`src/rtl/layer_1_relu_serializer.sv`:
```
// Snapshots the layer-1 accumulators on capture, then streams ReLU + shift/saturate
// requantized activations over valid/ready and pulses done/acc_clear after the last word.
module layer_1_relu_serializer #(
  parameter int SIZE        = 16,
  parameter int NUM_NEURONS = 20,
  parameter int OUT_SIZE    = 8,
  parameter int FRAC_SHIFT  = 4,
  parameter int IDX_W       = 5
) (
  input  logic                        clk,
  input  logic                        reset,
  input  logic                        capture,
  input  logic [NUM_NEURONS*SIZE-1:0] acc_in,
  output logic [OUT_SIZE-1:0]         out_data,
  output logic                        out_valid,
  input  logic                        out_ready,
  output logic [IDX_W-1:0]            out_index,
  output logic                        out_last,
  output logic                        busy,
  output logic                        done,
  output logic                        acc_clear
);

  typedef enum logic {IDLE, STREAM} state_e;

  localparam logic [IDX_W-1:0] LAST_IDX = IDX_W'(NUM_NEURONS - 1);
  localparam logic [SIZE-1:0]  SAT_MAX  = SIZE'((1 << OUT_SIZE) - 1);

  state_e                 state_q, state_d;
  logic [IDX_W-1:0]       index_q, index_d;
  logic                   done_q, done_d;
  logic                   load;
  logic signed [SIZE-1:0] snap_q [NUM_NEURONS];
  logic signed [SIZE-1:0] snap_d [NUM_NEURONS];

  // NOTE: every variable gets a default before the case so no path leaves it
  // unassigned; otherwise synthesis infers a latch to hold the old value.
  always_comb begin
    state_d = state_q;
    index_d = index_q;
    done_d  = 1'b0;
    load    = 1'b0;
    case (state_q)
      IDLE: begin
        if (capture) begin
          state_d = STREAM;
          index_d = '0;
          load    = 1'b1;
        end
      end
      STREAM: begin
        if (out_ready) begin
          if (index_q == LAST_IDX) begin
            state_d = IDLE;
            index_d = '0;
            done_d  = 1'b1;
          end else begin
            index_d = index_q + 1'b1;
          end
        end
      end
      default: begin
        state_d = IDLE;
        index_d = '0;
      end
    endcase
  end

  // A capture arriving while streaming never reaches here because load is IDLE-only.
  always_comb begin
    for (int k = 0; k < NUM_NEURONS; k++) begin
      snap_d[k] = load ? acc_in[k*SIZE +: SIZE] : snap_q[k];
    end
  end

  // NOTE: non-blocking assignments for all state so every flop samples the
  // pre-edge values regardless of statement order.
  always_ff @(posedge clk) begin
    if (reset) begin
      state_q <= IDLE;
      index_q <= '0;
      done_q  <= 1'b0;
    end else begin
      state_q <= state_d;
      index_q <= index_d;
      done_q  <= done_d;
    end
  end

  // NOTE: the snapshot array is reset too, so out_data is defined from the first
  // cycle; it costs a reset mux per bit, which is acceptable at this depth.
  always_ff @(posedge clk) begin
    if (reset) begin
      for (int k = 0; k < NUM_NEURONS; k++) snap_q[k] <= '0;
    end else begin
      for (int k = 0; k < NUM_NEURONS; k++) snap_q[k] <= snap_d[k];
    end
  end

  logic signed [SIZE-1:0] cur_v;
  logic signed [SIZE-1:0] cur_s;
  logic [OUT_SIZE-1:0]    act;

  always_comb begin
    cur_v = snap_q[index_q];
    cur_s = cur_v >>> FRAC_SHIFT;
    if (cur_v[SIZE-1]) begin
      act = '0;
    end else if ($unsigned(cur_s) > SAT_MAX) begin
      act = '1;
    end else begin
      act = cur_s[OUT_SIZE-1:0];
    end
  end

  assign out_valid = (state_q == STREAM);
  assign busy      = (state_q == STREAM);
  assign out_data  = out_valid ? act : '0;
  assign out_index = index_q;
  assign out_last  = out_valid && (index_q == LAST_IDX);
  assign done      = done_q;
  assign acc_clear = done_q;

endmodule

```
`config.mk`:
```
export PLATFORM = sky130hd
export DESIGN_NAME = layer_1_relu_serializer
export DESIGN_NICKNAME = d
export VERILOG_FILES = /design/src/rtl/layer_1_relu_serializer.sv
export SDC_FILE = /design/constraint.sdc
export NUM_CORES = 1
export LEC_CHECK = 0
export ABC_AREA = 1
export BUFFER_PORTS_ARGS = -buffer_cell sky130_fd_sc_hd__buf_2
export CORE_MARGIN = 10
export CORE_UTILIZATION = 54
export CTS_BUF_LIST = sky130_fd_sc_hd__clkbuf_8
export CTS_CLUSTER_DIAMETER = 120
export CTS_CLUSTER_SIZE = 28
export DETAILED_ROUTE_END_ITERATION = 16
export HOLD_SLACK_MARGIN = 0.06
export PLACE_DENSITY = 0.82
export SETUP_SLACK_MARGIN = 0.02
export SYNTH_ARGS = -nofsm -noshare
export SYNTH_HDL_FRONTEND = slang
export SYNTH_SLANG_ARGS = --single-unit
export TNS_END_PERCENT = 5
```
`constraint.sdc`:
```
create_clock -name clk -period 8.5 [get_ports clk]
set_clock_uncertainty 0.05 [all_clocks]
set_input_delay 0.425 -clock clk [delete_from_list [all_inputs] [get_ports clk]]
set_output_delay 0.425 -clock clk [all_outputs]
set_load 0.02 [all_outputs]
```
## After elaboration in Yosys (flattened, before gate mapping)

Memory sizes are Yosys's and may differ from the RTL's. A register that Yosys moved wholly into a read port is not among the register bits.
Index checks and enable logic that the tools add are counted.

| storage, ports and cells | value |
|---|---|
| output and inout port bits | 18 |
| register bits | 7 |
| bits of input ports | 324 |
| memories kept | 1 |
| RAM bits | 320 |

Memories:

| name | depth | bits a word | read ports | clocked after memory_dff | wr ports | RTL line | source |
|---|---|---|---|---|---|---|---|
| snap_q | 20 | 16 | 1 | 1 | 20 | 33 | `logic signed [SIZE-1:0] snap_q [NUM_NEURONS];` |

| cells by class | value |
|---|---|
| muxes and demuxes | 58 |
| equality and inequality tests | 4 |
| reductions and logical operators | 4 |
| add/sub/neg operators | 1 |
| bitwise gates (word level) | 22 |
| $lt $le $gt $ge | 1 |

Operators by type and width:

| cell | count |
|---|---|
| 16-bit 2-to-1 mux | 40 |
| 5-bit 2-to-1 mux | 5 |
| 8-bit 2-to-1 mux | 3 |
| 1-bit OR | 20 |
| 16-bit by 8-bit greater-than comparator with 1-bit output, second input constant | 1 |
| 5-bit case mux with 2 select lines | 1 |
| 1-bit 2-to-1 mux | 8 |
| 5-bit by 1-bit adder with 5-bit output, second input constant | 1 |
| 5-bit == test, second input constant | 1 |
| 2-bit inequality test, second input constant | 2 |
| 2-bit AND reduction | 2 |
| 3-bit OR reduction | 1 |
| 1-bit NOT | 2 |
| 1-bit case mux with 2 select lines | 1 |
| 1-bit logical AND | 1 |
| 1-bit inequality test, second input constant | 1 |

## Depth between registers and ports, before layout

| depth | value |
|---|---|
| depth after elaboration | 6 |
| mapped depth | 14 |
| mapped depth without buffers | 13 |

## Worst setup path before layout

Ideal clock, no wire load.

| timing | value |
|---|---|
| path type | flip-flop to flip-flop |
| from | reg state_q, in the netlist busy |
| to | mem snap_q[0][10] (enable) |
| setup slack | 2.012 ns |
| data required time | 6.596 ns |
| period minus slack after synthesis | 6.488 ns |
| cell stages (with the launch flop) | 4 |
| arrival time | 4.584 ns |
| buffers on the path | 0 |
| path through | dfxtp_1 -> inv_1 -> nand2_1 -> nand2_1 |

RTL lines:

| what | RTL line | source |
|---|---|---|
| start: declaration | 29 | `state_e state_q, state_d;` |
| start signal: assignment | 84 | `state_q <= state_d;` |
| end: declaration | 33 |  |

==> metrics.txt <==
outcome=finished, final reports clean; Leak=6.70 nW; kind of critical path=flop to output pin; GP Congestion=roughly 0.84; Post-CTS Setup Repair Bufs=0; final std cells w/o fill=1805; Ys Warns=0; Hold EP=snap_q[19][14]; Slew headroom=between 20 and 30%; cell-internal power=about 1.7 mW; Clock transition at path regs=about 170 ps; Flop pwr share=about two thirds; FP Rows=54; first-pass iteration count of the detailed router=5; Yosys reg bits=around 250; RSZ-0062 raised after global routing=false; cell with the largest stage delay on the worst path=inv_2; Synth Cell Area=between 10000 and 15000 um2; vias in the first global route=just over 9000; Comb pwr share=between 10% and 20%; peak per-stage delay on the critical path=about 620 ps; Switching Share=between 20% and 30%; Clock Tree Buf Depth=3; Die W=169 um; CTS tree=yes; gr usage total=approximately 20%; largest net degree at the start of global routing=100; P_sw=between 500 and 600 uW; fin crit share=47.4%; worst reg2reg endpoint=snap_q[12][15]; peak supply drop=0.169 mV; port bufs=about 260; Critical Path RT=about 8000 ps; Max-cap violations=0; Fin. Hold Viols=0; Hold Crit Depth=3; share of cells above drive strength 1=about a fifth; slew of the pin with the lowest slew margin=about 1100 ps; vias per cell=a little over 5; clock root buffer=clkbuf_8; syn nets=about 1600; Core Region=roughly 22000 um2; minimum clock period=a little over 4000 ps; R2R cell count=5; top cell type's share of synthesized area=60.0%; initial antenna violation count=6; total gr overflow=0; initial DRC count=roughly 1000; worst flop-to-flop path startpoint=busy; Starting Density=55.0%; DIE HEIGHT=about 170 um; Area contributors post-synth=edfxtp_1, nor2_1, inv_1; # H-tree levels=1; CTS Buf Count=12; CP Launch Type=flop; total power per unit cell area=between 150 and 200 nW/um2; Cell variety after synth=32; IO Pins=approximately 340; die area=28600 um2; R2R Setup Slk=5450 ps; Resize count post-CTS=0; total power=around 2.3 mW; Post-DP HPWL=about 21 mm; commonest non-fill, non-tap cell in the layout=nor2_1; critical path arrival=~3600 ps; Final Util=about 62%; min-delay src=acc_in[318]; Inst Count DP=about 1800; wire per inst=~17 um; Synth Instances=about 1300; number of fillers in the final layout=roughly 1800; TNS Setup=0 ps; Synth Area per Inst=9.20 um2; Final Max Slew Viols=0; Max Fclk=about 250 MHz; Crit path top cell by count=nand2_1; Total Wirelength=between 30 and 40 mm; sequential fraction of the synthesis area=between 60% and 70%; worst hold path class=input port to flop; total number of vias=roughly 9200; Max Fanout on Critical Path=68; Final setup viols=0; clock power share=21.9%; nets@finish=~1800; # DRC=0; clk sinks=between 200 and 300; CP Cell Sequence=buf_4 > inv_2 > nor2_1 > nand2_1 > nand3_1 > nand2_1 > nand2_1 > nand2_1 > nor2_1 > nand2_1 > nand3_2 > nand3_1 > nand2_1 > inv_1 > buf_2; post-route ant nets=0; first-pass GRT wire length=approximately 47 mm; post-synth top area cell=edfxtp_1; synth-to-layout area growth=12.4%; Crit. End Element=output pin; Clk Latency, worst-skew pair=~500 ps; most frequent cells in the layout=nor2_1, inv_1, buf_2; hold buffers post-CTS=0
[cell type report]
type	count	area [um2]	share of cell area [%]
multi-input cells	697	3060	22.6
inverters	286	1080	7.97
diodes	6	15.0	0.111
well taps	280	350	2.60
repair buffers	268	1360	10.1
clock inverters	3	11.3	0.0834
flip-flops and latches	252	7450	55.2
clock buffers	13	179	1.33
[power groups by stage]
stage / sequential, mW / combinational, mW / clock, mW
6_report: 1.48 / 0.279 / 0.496
5_1_grt: 1.49 / 0.315 / 0.543
4_1_cts: 1.48 / 0.280 / 0.504
3_5_place_dp: 1.51 / 0.278 / 0
3_3_place_gp: 1.51 / 0.270 / 0
2_1_floorplan: 1.52 / 0.176 / 0
[metrics by stage]
step | hold WS [ps] | setup slack, ps | area (um2)
2_1_floorplan | 531 | 2010 | 12000
3_3_place_gp | 455 | 4990 | 13300
3_5_place_dp | 483 | 4900 | 13300
4_1_cts | 88.3 | 4430 | 13500
5_1_grt | 90.4 | 4110 | 13500
6_report | 111 | 4470 | 13500
[synth_stat cells (all sizes together)]
library cell and n:
clkinv 1, nand3 55, o2111ai 2, dfxtp 12, a21oi 8, xor2 1
nand3b 3, o31ai 1, a221oi 1, inv 285, nor4 1, buf 50
nor2 396, nand2 93, clkbuf 20, nor3 5, o221ai 9, o211ai 26
ha 1, edfxtp 240, o21ai 94, a211oi 1
[cells by family after synthesis]
| logic type | after synthesis | synth area share (%) |
|---|---|---|
| and+or+nand+nor | 553 | 18.2 |
| buffers and inverters | 356 | 12.6 |
| DFF | 252 | 62.0 |
| AOI/OAI and AO/OA | 142 | 6.98 |
| xor gates and xnor gates | 1 | 0.0730 |
| adders and majority gates | 1 | 0.104 |
[flip-flops by register name (all words and copies together) (netlist names), named ones only]
signal and count:
out_index 5, acc_clear 1, snap_q 240, busy 1
[worst max-delay path: cells and delay by family, from the launching register on]
kind,cells,cell delay (ps)
buf+inv,4,1420
flops,1,340
simple gates,11,1220
[metal layers]
layer	GRT usage (%)	vias to the layer above	wire length, um
met5	0	-	0
met4	8.07	0	1010
met3	3.33	52	1980
met2	33.8	340	15000
met1	26.5	4275	12800
li1	-	4495	-
[worst max-delay path by stage]
| stage | slack [ps] | endpoint | cells after the start |
|---|---|---|---|
| after floorplan | 2010 | snap_q[0][10] | 3 |
| after global placement | 4990 | snap_q[6][7] | 5 |
| after detailed placement | 4900 | snap_q[6][7] | 5 |
| after CTS | 4430 | out_data[4] | 9 |
| after global routing | 4110 | out_data[3] | 15 |
| final | 4470 | out_data[4] | 15 |
No activity file was read; power rests on OpenSTA's default activity.
